File: config.mk
export PLATFORM = sky130hd
export DESIGN_NAME = usb_rx_bit_decoder
export DESIGN_NICKNAME = d
export VERILOG_FILES = /design/src/rtl/usb_rx_bit_decoder.sv
export SDC_FILE = /design/constraint.sdc
export NUM_CORES = 1
export LEC_CHECK = 0
export CORE_MARGIN = 8
export CORE_UTILIZATION = 35
export DETAILED_ROUTE_END_ITERATION = 12
export PLACE_DENSITY_LB_ADDON = 0.1
export SLEW_MARGIN = 10
export SYNTH_ARGS = -nofsm -noshare
export SYNTH_HDL_FRONTEND = slang
export SYNTH_SLANG_ARGS = --single-unit
File: constraint.sdc
create_clock -name clk -period 2.1 [get_ports clk]
set_clock_uncertainty 0.2 [all_clocks]
set_input_delay 0.21 -clock clk [delete_from_list [all_inputs] [get_ports clk]]
set_output_delay 0.21 -clock clk [all_outputs]
set_load 0.01 [all_outputs]
File: src/rtl/usb_rx_bit_decoder.sv
`default_nettype none
// ============================================================================
// Module      : usb_rx_bit_decoder
// Description : USB receive front end. Synchronises D+/D-, flags transitions
//               and SE0 (EOP), times the per-bit sample strobe, NRZI-decodes
//               the line, drops stuffed bits and assembles bytes LSB-first.
// Revision    : 1.0 - initial release
// ============================================================================
module usb_rx_bit_decoder #(
  parameter int CLKS_PER_BIT = 8,
  parameter int SAMPLE_POINT = 3,
  parameter int EDGE_RELOAD  = 2
) (
  input  logic       clk,
  input  logic       n_rst,
  input  logic       d_plus_in,
  input  logic       d_minus_in,
  input  logic       rcving,
  output logic       d_edge,
  output logic       eop,
  output logic       shift_enable,
  output logic       byte_received,
  output logic [3:0] bit_count,
  output logic [7:0] rcv_data
);

  localparam int            TW            = $clog2(CLKS_PER_BIT + 1);
  localparam logic [TW-1:0] C_TIMER_MAX   = TW'(CLKS_PER_BIT);
  localparam logic [TW-1:0] C_SAMPLE_PT   = TW'(SAMPLE_POINT);
  localparam logic [TW-1:0] C_EDGE_RELOAD = TW'(EDGE_RELOAD);
  localparam logic [2:0]    C_STUFF_RUN   = 3'd6;

  logic          r_dp_meta;
  logic          r_dp_s;
  logic          r_dm_meta;
  logic          r_dm_s;
  logic          r_dp_last;
  logic [TW-1:0] r_timer;
  logic          r_nrzi_prev;
  logic [2:0]    r_ones;

  logic          w_bit;
  logic          w_stuffed;
  logic [3:0]    w_next_count;

  // Two-flop synchronisers; reset to the idle J state (D+ high, D- low).
  always_ff @(posedge clk or negedge n_rst) begin
    if (!n_rst) begin
      r_dp_meta <= 1'b1;
      r_dp_s    <= 1'b1;
      r_dm_meta <= 1'b0;
      r_dm_s    <= 1'b0;
    end else begin
      r_dp_meta <= d_plus_in;
      r_dp_s    <= r_dp_meta;
      r_dm_meta <= d_minus_in;
      r_dm_s    <= r_dm_meta;
    end
  end

  // Line events: transition on synchronised D+ and SE0 level.
  always_ff @(posedge clk or negedge n_rst) begin
    if (!n_rst) begin
      r_dp_last <= 1'b1;
      d_edge    <= 1'b0;
      eop       <= 1'b0;
    end else begin
      r_dp_last <= r_dp_s;
      d_edge    <= r_dp_s ^ r_dp_last;
      eop       <= ~r_dp_s & ~r_dm_s;
    end
  end

  // Bit timer: free-runs 1..CLKS_PER_BIT while receiving, re-phased by edges.
  always_ff @(posedge clk or negedge n_rst) begin
    if (!n_rst) begin
      r_timer      <= '0;
      shift_enable <= 1'b0;
    end else begin
      shift_enable <= rcving && (r_timer == C_SAMPLE_PT);
      if (!rcving) begin
        r_timer <= '0;
      end else if (d_edge) begin
        r_timer <= C_EDGE_RELOAD;
      end else if (r_timer == C_TIMER_MAX) begin
        r_timer <= TW'(1);
      end else begin
        r_timer <= r_timer + TW'(1);
      end
    end
  end

  // NRZI: an unchanged level is a 1; six 1s in a row mean the next bit is stuffing.
  always_comb begin
    w_bit        = (r_dp_s == r_nrzi_prev);
    w_stuffed    = (r_ones == C_STUFF_RUN);
    w_next_count = (bit_count == 4'd8) ? 4'd1 : bit_count + 4'd1;
  end

  // Byte assembly on each sample strobe; SE0 samples only advance the count.
  always_ff @(posedge clk or negedge n_rst) begin
    if (!n_rst) begin
      bit_count     <= 4'd0;
      rcv_data      <= 8'h00;
      r_ones        <= 3'd0;
      r_nrzi_prev   <= 1'b1;
      byte_received <= 1'b0;
    end else begin
      byte_received <= 1'b0;
      if (!rcving) begin
        bit_count   <= 4'd0;
        r_ones      <= 3'd0;
        r_nrzi_prev <= 1'b1;
      end else if (shift_enable) begin
        r_nrzi_prev <= r_dp_s;
        if (eop) begin
          r_ones    <= 3'd0;
          bit_count <= w_next_count;
        end else if (w_stuffed) begin
          r_ones <= 3'd0;
        end else begin
          rcv_data      <= {w_bit, rcv_data[7:1]};
          r_ones        <= w_bit ? r_ones + 3'd1 : 3'd0;
          bit_count     <= w_next_count;
          byte_received <= (w_next_count == 4'd8);
        end
      end
    end
  end

endmodule
`default_nettype wire

After elaboration in Yosys (flattened, before gate mapping)
Index checks and enable logic that the tools add are counted.

storage, ports and cells
  register bits after elaboration = 29
  output and inout port bits = 16

operators by class
  $add $sub $neg = 3
  equality and inequality tests = 8
  muxes and demuxes = 19
  bitwise gates (word level) = 6
  reductions and logical operators = 3

operators with widths
  operator                                               number
  two-way mux 4 bit                                      8
  two-way mux 3 bit                                      5
  == test 4 bit, second input constant                   3
  adder 4 x 1 -> 4 bit, second input constant            2
  two-way mux 1 bit                                      6
  == test 4 x 2 -> 1 bit, second input constant          1
  inverter 1 bit                                         4
  AND reduction 4 bit                                    1
  adder 3 x 1 -> 3 bit, second input constant            1
  == test 3 bit, second input constant                   1
  inequality test 3 bit, second input constant           1
  inequality test 2 x 1 -> 1 bit, second input constant  1
  AND reduction 2 bit                                    1
  bitwise AND 1 bit                                      1
  == test 1 bit                                          1
  logical AND 1 bit                                      1
  bitwise XOR 1 bit                                      1

Longest topological paths before layout
Gate-level depths: netlist of run 1.

  word-level depth = 7
  mapped depth = 6
  gate-level depth less buffers = 5

Least setup slack after synthesis of run 1
OpenSTA, ideal clock, no wires.

  path type = reg-to-reg
  start = register r_ones[0]
  end = register rcv_data[0]
  library setup time = 0.125 ns
  arrival = 1.270 ns
  path slack = 0.505 ns
  cell stages (with the launch flop) = 7
  path buffers = 1
  clock period less this slack = 1.595 ns
  cells stage by stage = dfrtp_1 -> inv_1 -> ha_1 -> nand2_1 -> and3_4 -> buf_8 -> mux2_4

between the ends
  word-level cells in the longest chain between the ends = 3

ends and longest elaborated chain
  element                        line  text
  start, declared                40    logic [2:0] r_ones;
  start signal, assigned         123   r_ones <= w_bit ? r_ones + 3'd1 : 3'd0;
  == test 3 bit                  96    w_stuffed = (r_ones == C_STUFF_RUN);
  inverter 1 bit (no line)       -
  AND reduction 4 bit (no line)  -
  end signal, assigned           122   rcv_data <= {w_bit, rcv_data[7:1]};
  end, declared                  24    output logic [7:0] rcv_data

Every way passes these cells.
A chain may end at the register's enable or synchronous reset.

Worst setup path after layout of run 1
  start = register bit_count[3]
  end = output bit_count[3]

RTL lines
  element                 line  text
  start, declared         23    output logic [3:0] bit_count,
  start signal, assigned  118   bit_count <= w_next_count;
  start signal, assigned  124   bit_count <= w_next_count;

No word-level cell between the ends.

==> results.py, run 1 <==
metrics = {
    "grt": {
        "grt_max_degree": 30,
        "grt_overflow": 0,
        "grt_pass1_wl_um": 4133,
        "grt_antenna_before_repair": 0,
        "track_usage_pct": 8.738,
        "grt_pass1_vias": 893,
    },
    "die": {
        "coreArea_mm2": 0.003606,
        "die_area_mm2": 0.005911,
        "die_w_um": 76.89,
        "pin_count": 21,
        "num_rows": 22,
        "initial_core_util_pct": 35.98,
        "dieHeight_um": 76.89,
    },
    "timing": {
        "rsz0062_at_grt": "no",
        "drv_slew": 0,
        "finalHoldViolCount": 0,
        "fmax_mhz": 585.7,
        "hold_slack_ns": 0.1261,
        "relSlewSlack_pct": 75.87,
        "tightestPinTransition_ns": 0.3619,
        "fin_crit_ns": 1.707,
        "setup_ws_ns": 0.3928,
        "setup_viol": 0,
        "fin_setup_tns_ns": 0,
        "period_share_pct": 81.30,
    },
    "setup_path": {
        "end_kind": "primary output",
        "critPathKind": "reg -> out",
        "cp_slowest_cell": "clkdlybuf4s50_1",
        "cp_num_buf_inv": 1,
        "crit_chain": "clkdlybuf4s50_1",
        "cp_max_fo": 6,
        "rr_endpoint": "rcv_data[2]",
        "cp_top_family": "buffers and inverters",
        "max_stage_delay_ns": 0.58,
        "cp.required_ns": 1.69,
        "timing.reg2reg.worst_path_depth": 5,
        "r2r_setup_slack_ns": 0.43,
        "crit_arrival_ns": 1.30,
        "start_kind": "register",
        "regToRegStartpoint": "r_ones[0]",
    },
    "logic_synthesis": {
        "synth_compound_area_share_pct": 7.522,
        "yosysSeqAreaShare_pct": 56.32,
        "synth.area.mux_share_pct": 10.41,
        "synth_nets": 117,
        "synth_xor_area_share_pct": 2.700,
        "syn-instance-count": 106,
        "synthesis.area_mm2": 0.001297,
        "yosysWarnings": 0,
        "ys_ff_latch": 29,
        "synth_edf_count": 0,
        "synthSimpleGateAreaFrac_pct": 13.40,
        "synth_adder_area_share_pct": 5.786,
        "ys_async_sr_fraction_pct": 100.0,
        "synth_top_family_by_area": "simple AND/OR/NAND/NOR gates",
        "synth.distinct_cells": 30,
        "synth.avg_cell_area_um2": 12.24,
        "ys.flop_type": "dfrtp_1",
    },
    "routing": {
        "routed_via_density": 4.601,
        "routed-wl-met2_um": 1074,
        "drt-total-wl_um": 2338,
        "wl_met1_um": 1116,
        "drt-pass1-iter-count": 4,
        "highest_layer": "met4",
        "via_count": 842,
        "drc": 0,
        "final_antenna_net_count": 0,
        "wl_per_cell_um": 12.78,
        "first_iter_violations": 42,
        "wl_met3_um": 91,
    },
    "finish": {
        "finalNetCount": 145,
        "drive_above_1_share_pct": 17.78,
        "fin_util_pct": 45.56,
        "fillerInstances": 354,
        "layout_common_cells": "dfrtp_1 (25), clkdlybuf4s50_1 (20), nand2_1 (10), inv_1 (8), o21ai_0 (8)",
        "diodes": 0,
        "final-instance-count-excl-fill": 183,
        "syn_to_final_growth_pct": 26.62,
        "layout_commonest_cell": "dfrtp_1",
        "postLayoutCellArea_mm2": 0.001643,
    },
    "pwr": {
        "power.total_mw": 1.199,
        "p_leak_nw": 0.7251,
        "p_per_area_mw_per_mm2": 729.8,
        "peakVddDrop_v": 0.0004425,
    },
    "placed_design": {
        "port_buffers": 20,
        "place_area_mm2": 0.001560,
        "globalplace.congestion": 0.7782,
        "place_inst": 175,
        "dp_hpwl_um": 1731,
        "pre_cts_ws_ns": 0.3158,
    },
    "clock_network": {
        "postCtsHoldBufs": 0,
        "post_cts_buffers": 0,
        "clk_path_buf_depth": 2,
        "clock_latency_ns": 0.27,
        "ctsHtreeMaxLevel": 2,
        "cts_tree": "done",
        "cts_resized": 0,
        "clk_pin_slew_ns": 0.06,
        "cts_buffers": 5,
        "clock-sinks": 29,
        "ctsRootBufferMaster": "clkbuf_8",
    },
    "outcome": {
        "status": "complete, no violations",
    },
    "run": {
        "drv_cap": 0,
    },
    "worst_hold_path": {
        "hold_class": "in -> async",
    },
}
worst max path at each step:
stage            startpoint            to  slack [ns]  depth (start not counted)
2_1_floorplan     r_ones[0]   rcv_data[0]        0.51                          6
4_1_cts        bit_count[3]  bit_count[3]        0.39                          1
5_1_grt        bit_count[3]  bit_count[3]        0.35                          1
3_3_place_gp         rcving   rcv_data[6]        0.33                          4
6_report       bit_count[3]  bit_count[3]        0.39                          1
3_5_place_dp         rcving   rcv_data[4]        0.32                          4
cell type report:
| class | count | area (um2) | share of cell area (%) |
|---|---|---|---|
| repair buffers | 23 | 222.7 | 13.56 |
| flip-flops and latches | 29 | 730.7 | 44.48 |
| well taps | 48 | 60.06 | 3.656 |
| inverters | 8 | 30.03 | 1.828 |
| clock inverters | 2 | 10.01 | 0.6093 |
| clock buffers | 6 | 72.57 | 4.417 |
| multi-input cells | 67 | 516.7 | 31.45 |
power by group:
part / switching (mW) / total, mW / internal (mW) / leakage [nW]
combinational: 0.0591 / 0.147 / 0.0878 / 0.304
sequential: 0.0296 / 0.626 / 0.597 / 0.376
clock: 0.197 / 0.426 / 0.229 / 0.0450
registers in the layout, indices dropped and copies added (netlist names), 3 cells and up:
signal	count
rcv_data	8
r_timer	4
bit_count	4
r_ones	3
synth_stat cells (2+ instances only):
cell type	instances	share of area [%]
nand3_1	3	1.2
o21ai_0	8	3.1
and3b_1	2	1.4
dfstp_2	4	8.1
mux2_4	7	8.1
xnor2_1	3	2.0
nor2_1	4	1.2
mux2i_1	3	2.3
ha_1	6	5.8
nand3b_1	2	1.2
inv_1	8	2.3
nand2_1	10	2.9
dfrtp_1	25	48
a21oi_1	5	1.9
per-layer routing:
metal  up-vias  GRT usage, %
met3         7         2.914
met5         -             0
met1       406         9.777
li1        416             -
met2        13         13.85
met4         0         5.769
cell families after synthesis:
logic type      after synthesis
fa+ha+maj                     6
simple gates                 30
xor+xnor                      4
buf+inv                      10
compound gates               17
flops                        29
mux                          10
Power figures use the tool's default switching activity.
==> run 2, diff against run 1 <==
Clock period 2.1 ns to 1.6 ns, I/O delays scaled along.
==> results.py, run 2 (synthesized netlist as in run 1, its figures left out) <==
metrics = {
    "outcome": {
        "status": "complete, no violations",
    },
    "setup_path": {
        "cp_num_buf_inv": 0,
        "r2r_setup_slack_ns": 0.04,
        "cp_slowest_cell": "dfrtp_1",
        "max_stage_delay_ns": 0.41,
        "startpoint": "r_ones[1]",
        "crit_chain": "ha_4 > nand2_2 > and3_4 > mux2_4",
        "cp_top_family": "flip-flops",
        "critPathKind": "reg -> reg",
        "cp_max_fo": 8,
        "start_kind": "register",
        "crit_arrival_ns": 1.53,
        "rr_endpoint": "rcv_data[5]",
        "regToRegStartpoint": "r_ones[1]",
        "timing.reg2reg.worst_path_depth": 4,
        "cp.required_ns": 1.56,
        "end_kind": "register",
    },
    "grt": {
        "grt_max_degree": 30,
        "track_usage_pct": 9.575,
        "grt_antenna_before_repair": 0,
        "grt_pass1_vias": 944,
        "grt_overflow": 0,
        "grt_pass1_wl_um": 4478,
    },
    "die": {
        "coreArea_mm2": 0.003606,
        "die_area_mm2": 0.005911,
        "die_w_um": 76.89,
        "pin_count": 21,
        "num_rows": 22,
        "dieHeight_um": 76.89,
        "initial_core_util_pct": 35.98,
    },
    "clock_network": {
        "clock-sinks": 29,
        "cts_buffers": 5,
        "cts_tree": "done",
        "ctsHtreeMaxLevel": 2,
        "clk_path_buf_depth": 2,
        "postCtsHoldBufs": 0,
        "clk_pin_slew_ns": 0.06,
        "clock_latency_ns": 0.27,
        "ctsRootBufferMaster": "clkbuf_8",
    },
    "placed_design": {
        "place_area_mm2": 0.001613,
        "globalplace.congestion": 0.7467,
        "pre_cts_ws_ns": -0.1404,
        "dp_hpwl_um": 1891,
        "port_buffers": 20,
    },
    "worst_hold_path": {
        "hold_class": "in -> async",
    },
    "timing": {
        "tightestPinTransition_ns": 0.3758,
        "setup_viol": 0,
        "relSlewSlack_pct": 74.94,
        "setup_ws_ns": 0.03571,
        "fin_crit_ns": 1.564,
        "period_share_pct": 97.77,
        "drv_slew": 0,
        "rsz0062_at_grt": "yes",
        "fmax_mhz": 639.3,
        "hold_slack_ns": 0.08190,
        "finalHoldViolCount": 0,
    },
    "finish": {
        "largest-register": "rcv_data",
        "finalNetCount": 157,
        "syn_to_final_growth_pct": 36.07,
        "drive_above_1_share_pct": 27.89,
        "fin_util_pct": 48.96,
        "largest_reg_flops": 8,
        "diodes": 0,
        "postLayoutCellArea_mm2": 0.001765,
        "layout_common_cells": "dfrtp_1 (24), buf_4 (14), nand2_1 (9), clkdlybuf4s50_1 (8)",
        "largest_registers": "rcv_data x8, bit_count x4, r_timer x4",
        "fillerInstances": 350,
        "layout_commonest_cell": "dfrtp_1",
    },
    "routing": {
        "routed_via_density": 4.641,
        "drt-pass1-iter-count": 3,
        "wl_per_cell_um": 13.39,
        "drc": 0,
        "final_antenna_net_count": 0,
        "via_count": 905,
        "first_iter_violations": 57,
        "drt-total-wl_um": 2612,
    },
    "pwr": {
        "p_per_area_mw_per_mm2": 891.8,
        "power.switching_uw": 380.5,
        "power.total_mw": 1.574,
        "clkPwrFrac_pct": 35.4,
        "peakVddDrop_v": 0.0004988,
        "power_frac_seq_pct": 52.3,
        "netSwitchingFraction_pct": 24.17,
        "comb_power_share_pct": 12.2,
        "p_int_mw": 1.194,
        "p_leak_nw": 0.9241,
    },
    "run": {
        "drv_cap": 0,
    },
}
run 2: area by class of cell:
type	count	area, um2	area share (%)
Clock buffer	6	72.57	4.111
Multi-Input combinational cell	67	533.0	30.19
Inverter	8	30.03	1.701
Sequential cell	29	732.0	41.46
Clock inverter	2	10.01	0.5670
Timing Repair Buffer	35	327.8	18.57
Tap cell	48	60.06	3.402
run 2: routing by layer:
| layer | global-route usage (%) | vias to the layer above | part of all wire [%] |
|---|---|---|---|
| li1 | - | 439 | - |
| met1 | 10.50 | 449 | 45 |
| met4 | 4.038 | 0 | 1.1 |
| met3 | 4.545 | 5 | 4.7 |
| met5 | 0 | - | 0 |
| met2 | 15.46 | 12 | 49 |
run 2: power by group through the flow:
stage | Sequential, mW | Combinational [mW] | Clock [mW]
2_1_floorplan | 0.843 | 0.0723 | 0
3_3_place_gp | 0.836 | 0.204 | 0
3_5_place_dp | 0.838 | 0.206 | 0
4_1_cts | 0.826 | 0.198 | 0.592
5_1_grt | 0.830 | 0.214 | 0.625
6_report | 0.824 | 0.192 | 0.558
run 2: worst max-delay path by stage:
| stage | endpoint | slack (ns) | cells after the start |
|---|---|---|---|
| 6_report | rcv_data[5] | 0.04 | 4 |
| 5_1_grt | rcv_data[5] | -0.01 | 4 |
| 4_1_cts | rcv_data[1] | 0.006 | 1 |
| 3_5_place_dp | rcv_data[5] | -0.14 | 4 |
| 3_3_place_gp | rcv_data[6] | -0.12 | 4 |
| 2_1_floorplan | rcv_data[0] | 0.005 | 6 |
run 2: timing repair:
action | CTS | global route
resized for setup | 7 | 14
pin swaps | 0 | 2
setup endpoints to repair | 13 | 20
setup buffers | 4 | 1
cloned | 0 | 0
run 2: stage by stage:
stage | instances | setup TNS [ns]
after floorplan | 106 | 0
after global placement | 182 | -0.9388
after detailed placement | 182 | -1.098
after CTS | 194 | 0
after global routing | 195 | -0.02820
final | 195 | 0
==> run 3, diff against run 2 <==
Settings changed: CORE_MARGIN 8 to 2.
Clock period 1.6 ns to 1.45 ns, I/O delays scaled along.
==> results.py, run 3 (synthesized netlist as in run 1, its figures left out) <==
metrics = {
    "outcome": {
        "status": "complete, but fails checks",
        "failed_checks": "setup timing",
    },
    "timing": {
        "finalHoldViolCount": 0,
        "relSlewSlack_pct": 83.85,
        "setup_viol": 11,
        "period_share_pct": 107.2,
        "rsz0062_at_grt": "yes",
        "setup_ws_ns": -0.1043,
        "tightestPinTransition_ns": 0.2418,
        "hold_slack_ns": 0.01317,
        "drv_slew": 0,
        "fin_crit_ns": 1.554,
        "fmax_mhz": 643.4,
    },
    "worst_hold_path": {
        "hold_class": "in -> async",
    },
    "die": {
        "initial_core_util_pct": 35.98,
        "coreArea_mm2": 0.003606,
        "num_rows": 22,
        "die_w_um": 64.89,
        "dieHeight_um": 64.89,
        "die_area_mm2": 0.004210,
        "pin_count": 21,
    },
    "placed_design": {
        "place_inst": 188,
        "place_area_mm2": 0.001660,
        "dp_hpwl_um": 1867,
        "port_buffers": 20,
        "pre_cts_ws_ns": -0.2815,
        "globalplace.congestion": 0.7729,
    },
    "routing": {
        "routed_via_density": 4.590,
        "via_count": 918,
        "drc": 0,
        "drt-total-wl_um": 2524,
        "first_iter_violations": 16,
        "final_antenna_net_count": 0,
        "drt-pass1-iter-count": 4,
        "wl_per_cell_um": 12.62,
    },
    "grt": {
        "grt_max_degree": 18,
        "grt_overflow": 0,
        "grt_antenna_before_repair": 0,
        "grt_pass1_vias": 926,
        "track_usage_pct": 14.13,
        "grt_pass1_wl_um": 4402,
    },
    "finish": {
        "largest-register": "rcv_data",
        "layout_commonest_cell": "dfrtp_1",
        "diodes": 0,
        "fillerInstances": 348,
        "final-instance-count-excl-fill": 200,
        "multi_input_area_um2": 538.0,
        "layout_common_cells": "dfrtp_1 (24), buf_4 (19), dlygate4sd2_1 (15), nand2_1 (9), inv_1 (8)",
        "finalNetCount": 162,
        "postLayoutCellArea_mm2": 0.001785,
        "largest_reg_flops": 8,
        "regArea_um2": 732.0,
        "syn_to_final_growth_pct": 37.61,
        "drive_above_1_share_pct": 31.58,
        "largest_registers": "rcv_data x8, bit_count x4, r_timer x4",
    },
    "clock_network": {
        "cts_tree": "done",
        "ctsHtreeMaxLevel": 2,
        "clock-sinks": 29,
        "cts_buffers": 5,
        "postCtsHoldBufs": 0,
        "clk_path_buf_depth": 2,
        "ctsRootBufferMaster": "clkbuf_8",
        "clock_latency_ns": 0.28,
        "clk_pin_slew_ns": 0.06,
    },
    "setup_path": {
        "start_kind": "register",
        "cp_slowest_cell": "dfrtp_1",
        "end_kind": "register",
        "cp_num_buf_inv": 2,
        "cp_top_family": "flip-flops",
        "max_stage_delay_ns": 0.34,
        "cp_max_fo": 3,
        "crit_chain": "inv_1 > ha_2 > buf_4 > and3b_2 > o211ai_1 > o221ai_1",
        "crit_arrival_ns": 1.50,
        "cp.required_ns": 1.40,
        "critPathKind": "reg -> reg",
    },
    "pwr": {
        "power.total_mw": 1.807,
        "p_per_area_mw_per_mm2": 1012,
        "peakVddDrop_v": 0.0005309,
        "p_leak_nw": 0.8722,
    },
    "run": {
        "drv_cap": 0,
    },
}
==> run 3: layout make-up <==
type	instances	area share, %
tap	48	3.364
clock buffer	8	5.046
multi-input combinational	67	30.13
sequential	29	41.00
inverter	8	1.682
timing repair buffer	40	18.78
==> run 3: routing by layer <==
metal | routed length [um] | track usage, % | vias to the layer above
met2 | 1226 | 22.29 | 13
met4 | 37 | 4.787 | 0
met3 | 105 | 5.903 | 4
met1 | 1155 | 17.41 | 449
li1 | - | - | 452
met5 | 0 | 0 | -
==> run 3: power by group <==
group	total (mW)	internal, mW	leakage, nW	switching [mW]
Clock	0.673	0.386	0.0455	0.287
Combinational	0.229	0.129	0.453	0.100
Sequential	0.906	0.864	0.374	0.0416
Total	1.81	1.38	0.872	0.428
==> run 3: path summary, 6_finish.rpt <==
check | start | to | slack (ns) | depth (start not counted)
setup / recovery | r_ones[0] | bit_count[3] | -0.10 | 6
hold / removal | n_rst | bit_count[1] | 0.01 | 2
setup reg to reg | r_ones[0] | bit_count[3] | -0.10 | 6
hold reg to reg | r_dp_meta | r_dp_s | 0.15 | 0
max in group asynchronous | n_rst | r_dp_last | 0.80 | 2
min in group clk | d_plus_in | r_dp_meta | 0.08 | 1
==> run 3: through the flow <==
step                      utilization [%]  setup TNS (ns)
after floorplan                         -         -0.8731
after global placement              46.04          -2.394
after detailed placement            46.04          -2.778
after CTS                           49.24         -0.9675
after global routing                49.51          -1.604
final                               49.51         -0.8865
==> run 3: what timing repair did <==
item,CTS,global route
buffers inserted,4,0
resized for setup,24,7
pin swaps,3,2
endpoints found under the setup margin,30,18
